==> src/rtl/pipe_stage_buf.sv <==
// Elastic DEPTH-entry in-order pipeline stage with ready_go hold and whole-stage flush.
// Optional same-cycle bypass when empty is enabled by defining PIPE_STAGE_BYPASS_EN.
module pipe_stage_buf #(
  parameter int WIDTH = 64,
  parameter int DEPTH = 2,
  parameter int CNT_W = $clog2(DEPTH + 1)
) (
  input  logic             clk,
  input  logic             rst,
  input  logic             prev_validto,
  input  logic [WIDTH-1:0] data_in,
  output logic             allowin,
  input  logic             ready_go,
  input  logic             flush,
  input  logic             next_allowin,
  output logic             validto,
  output logic [WIDTH-1:0] data_out,
  output logic [CNT_W-1:0] count,
  output logic             empty,
  output logic             full
);

  localparam int PTR_W = (DEPTH > 1) ? $clog2(DEPTH) : 1;
  localparam logic [PTR_W-1:0] PTR_LAST = PTR_W'(DEPTH - 1);

  logic [WIDTH-1:0] mem [DEPTH];
  logic [PTR_W-1:0] wr_ptr;
  logic [PTR_W-1:0] rd_ptr;
  logic [CNT_W-1:0] count_q;
  logic             head_valid;
  logic             push_st;
  logic             pop_st;

  function automatic logic [PTR_W-1:0] next_ptr(input logic [PTR_W-1:0] p);
    return (p == PTR_LAST) ? '0 : p + PTR_W'(1);
  endfunction

  assign count      = count_q;
  assign empty      = (count_q == '0);
  assign full       = (count_q == CNT_W'(DEPTH));
  assign head_valid = !empty & ready_go & !flush;
  // Stored-entry pop only, so allowin never sees prev_validto through the bypass path.
  assign pop_st     = head_valid & next_allowin;
  assign allowin    = !full | pop_st;

`ifdef PIPE_STAGE_BYPASS_EN
  logic bypass;
  assign bypass   = empty & prev_validto & ready_go & next_allowin & !flush;
  assign validto  = head_valid | bypass;
  assign data_out = bypass ? data_in : mem[rd_ptr];
  assign push_st  = prev_validto & allowin & !flush & !bypass;
`else
  assign validto  = head_valid;
  assign data_out = mem[rd_ptr];
  assign push_st  = prev_validto & allowin & !flush;
`endif

  always_ff @(posedge clk or posedge rst) begin
    if (rst) begin
      wr_ptr  <= '0;
      rd_ptr  <= '0;
      count_q <= '0;
      for (int i = 0; i < DEPTH; i++) mem[i] <= '0;
    end else if (flush) begin
      wr_ptr  <= '0;
      rd_ptr  <= '0;
      count_q <= '0;
    end else begin
      if (push_st) begin
        mem[wr_ptr] <= data_in;
        wr_ptr      <= next_ptr(wr_ptr);
      end
      if (pop_st) rd_ptr <= next_ptr(rd_ptr);
      case ({push_st, pop_st})
        2'b10:   count_q <= count_q + CNT_W'(1);
        2'b01:   count_q <= count_q - CNT_W'(1);
        default: count_q <= count_q;
      endcase
    end
  end

endmodule

==> config.mk <==
export PLATFORM = sky130hd
export DESIGN_NAME = pipe_stage_buf
export DESIGN_NICKNAME = d
export VERILOG_FILES = /design/src/rtl/pipe_stage_buf.sv
export SDC_FILE = /design/constraint.sdc
export NUM_CORES = 1
export LEC_CHECK = 0
export ABC_AREA = 1
export CAP_MARGIN = 10
export CORE_MARGIN = 3
export CORE_UTILIZATION = 50
export DETAILED_ROUTE_END_ITERATION = 6
export PLACE_DENSITY = 0.8
export SLEW_MARGIN = 20
export SYNTH_ARGS = -nofsm -noshare
export SYNTH_HDL_FRONTEND = slang
export SYNTH_SLANG_ARGS = --single-unit
==> constraint.sdc <==
create_clock -name clk -period 4.8 [get_ports clk]
set_clock_uncertainty 0.2 [all_clocks]
set_input_delay 0.72 -clock clk [delete_from_list [all_inputs] [get_ports clk]]
set_output_delay 0.72 -clock clk [all_outputs]
set_load 0.05 [all_outputs]
==> summary.txt <==
CTS
  • Postcts setup bufs: 0
  • Worst skew pair latency: 410 ps
  • CTS buffer count: 17
  • CTS tree: built
  • Worst-path clk slew: 60 ps
  • H-tree Lvls: 4
  • Clock root cell: clkbuf_16
  • Longest Clk Path Bufs: 2
  • CTS Sinks: 132
  • Post-cts sizing count: 0
  • Hold_buf cts: 0

Floorplanning
  • Initial Utilization: 52.0%
  • Die ar.: 13,400 µm²
  • Top Ports: 140
  • Core ar.: 11,600 µm²
  • Die height: 116 µm
  • Num rows: 39
  • Die Width: 116 µm

Routing
  • Vias post-DR: 4,439
  • Drt initial violations: 301
  • Via/cell ratio: 5.07
  • Final ANT Viol Nets: 0
  • Wire per inst: 15.2 µm
  • # DRC: 0
  • Drt pass-1 iters: 5
  • WL final: 13.3 mm

Run
  • MaxCap Viol Count: 0

Global route
  • Overflow after GRT: 0
  • First-pass GRT wire length: 22.2 mm
  • Largest net degree at the start of global routing: 81
  • Initial antenna violation count: 0
  • Vias in the first global route: 4,661
  • GRT Overall Usage: 21.1%

Min path
  • Hold Crit Depth: 2
  • Hold Crit Class: register to register

Synthesis
  • Synthesized instance count: 591
  • Share of the synthesized area in the top cell type: 54.9%
  • Sequential area share after synthesis: 54.9%
  • Main synth FF type: dfrtp_1
  • Netlist cell types: 20
  • Mean Syn Cell Area: 10.2 µm²
  • Synthesized flop and latch total: 132
  • Synthesis Warnings: 0
  • Synth area leader: dfrtp_1
  • Syn_nets: 661
  • Top-count cell post-synth: nand2_1
  • Synth cell count leaders: nand2_1 (139), dfrtp_1 (132), inv_1 (74)
  • Number of synthesized flops with an enable pin: 0
  • Top cells by area, synth: dfrtp_1 (55%), mux2_2 (12%), nand2_1 (8.7%)
  • Cell Area, Synth: 6010 µm²
  • Fraction of registers with async set/reset: 100%

Placement
  • I/O Buffers: 139
  • Detailed placement HPWL: 8.62 mm
  • Placed insts: 844
  • Final Wtd Congestion: 0.751

Finish
  • Net count reported at finish: 790
  • Final Non-Filler Cells: 876
  • Layout cell share with drive strength beyond 1: 22.4%
  • Antenna cell count: 0
  • Layout area overhead: 35.6%
  • Finished Core Util: 70.5%

Timing
  • Final setup viols: 0
  • Slew margin rel.: 41.9%
  • Fin crit share: 78.4%
  • Setup TNS: 0 ps
  • RSZ-0062 raised after global routing: false
  • Post-route minimum period: 3760 ps
  • Slew @ Worst Pin: 872 ps
  • Final Hold Vio Count: 0
  • Slew Limit Fails: 0
  • FMAX: 0.266 GHz

Power and ir drop
  • P_leak: 3.86 nW
  • Power density cells: 537 nW/µm²
  • Peak supply drop: 0.363 mV

Critical path
  • Crit end category: output pin
  • R2r worst-path depth: 10
  • Arrival time at the worst endpoint: 2840 ps
  • Setup CP Type: register to output pin
  • Worst Path Max Fanout: 32
  • Crit path launch type: register
  • Critical path required time: 3880 ps

Run status
  • Run status: finished clean
-- flip-flops by register name, summed over array words and instances (netlist names) --
name and cells:
mem 128, count 2, rd_ptr 1, wr_ptr 1
-- cell families after synthesis --
logic type,synth area share [%]
and+or+nand+nor,10.1
DFF,54.9
AOI/OAI and AO/OA,14.3
buffers and inverters,8.68
muxes,12.0
-- path summary, 6_finish.rpt --
check	from	slack, ps	endpoint
hold / removal	mem[101]	280	mem[101]
max in group asynchronous	rst	2950	mem[112]
setup / recovery	rd_ptr	1040	data_out[2]
hold reg to reg	mem[101]	280	mem[101]
min in group asynchronous	rst	590	mem[72]
setup reg to reg	count[1]	2170	mem[110]
-- cells in the final DEF, fill, tap and decap left out, drive strengths merged --
cell type / instances
clkdlybuf4s50: 139
nand4: 2
clkinvlp: 1
clkinv: 3
buf: 6
nor3: 1
nor2: 4
nand3: 6
a21oi: 1
clkbuf: 19
inv: 76
nand2: 141
o21ai: 130
mux2: 64
bufinv: 8
dfrtp: 132
-- layout make-up --
cell class                      instances  area, µm²
Fill cell                             825       3410
Sequential cell                       132       3300
Multi-Input combinational cell        349       2200
Timing Repair Buffer                  145       1460
Clock buffer                           19        453
Inverter                               75        284
Clock inverter                         13        275
Tap cell                              143        179
-- power by group --
group / switching (mW) / total (mW) / internal [mW]
combinational: 0.789 / 1.28 / 0.488
sequential: 0.140 / 1.52 / 1.38
clock: 0.473 / 1.58 / 1.11
-- per-layer routing --
metal | vias up | track usage (%) | routed length (µm)
met4 | 0 | 6.19 | 180
met5 | - | 0 | 0
li1 | 2168 | - | -
met1 | 2127 | 27.0 | 5710
met3 | 15 | 6.63 | 911
met2 | 129 | 34.7 | 6540
-- stage by stage --
stage / cell area [µm²] / hold WS, ps / setup slack [ps] / power, mW
floorplan: 6010 / 248 / 354 / 2.42
global placement: 7420 / 260 / 1470 / 2.76
detailed placement: 7420 / 264 / 1370 / 2.81
CTS: 8150 / 278 / 1020 / 4.41
global route: 8150 / 294 / 948 / 4.58
finish: 8150 / 275 / 1040 / 4.37
-- critical path: stages, from the launching register on --
cell	delay (ps)
dfrtp_2	900
buf_4	420
mux2_2	370
clkdlybuf4s50_1	730
Note: power is estimated with default switching activity, not from simulation.
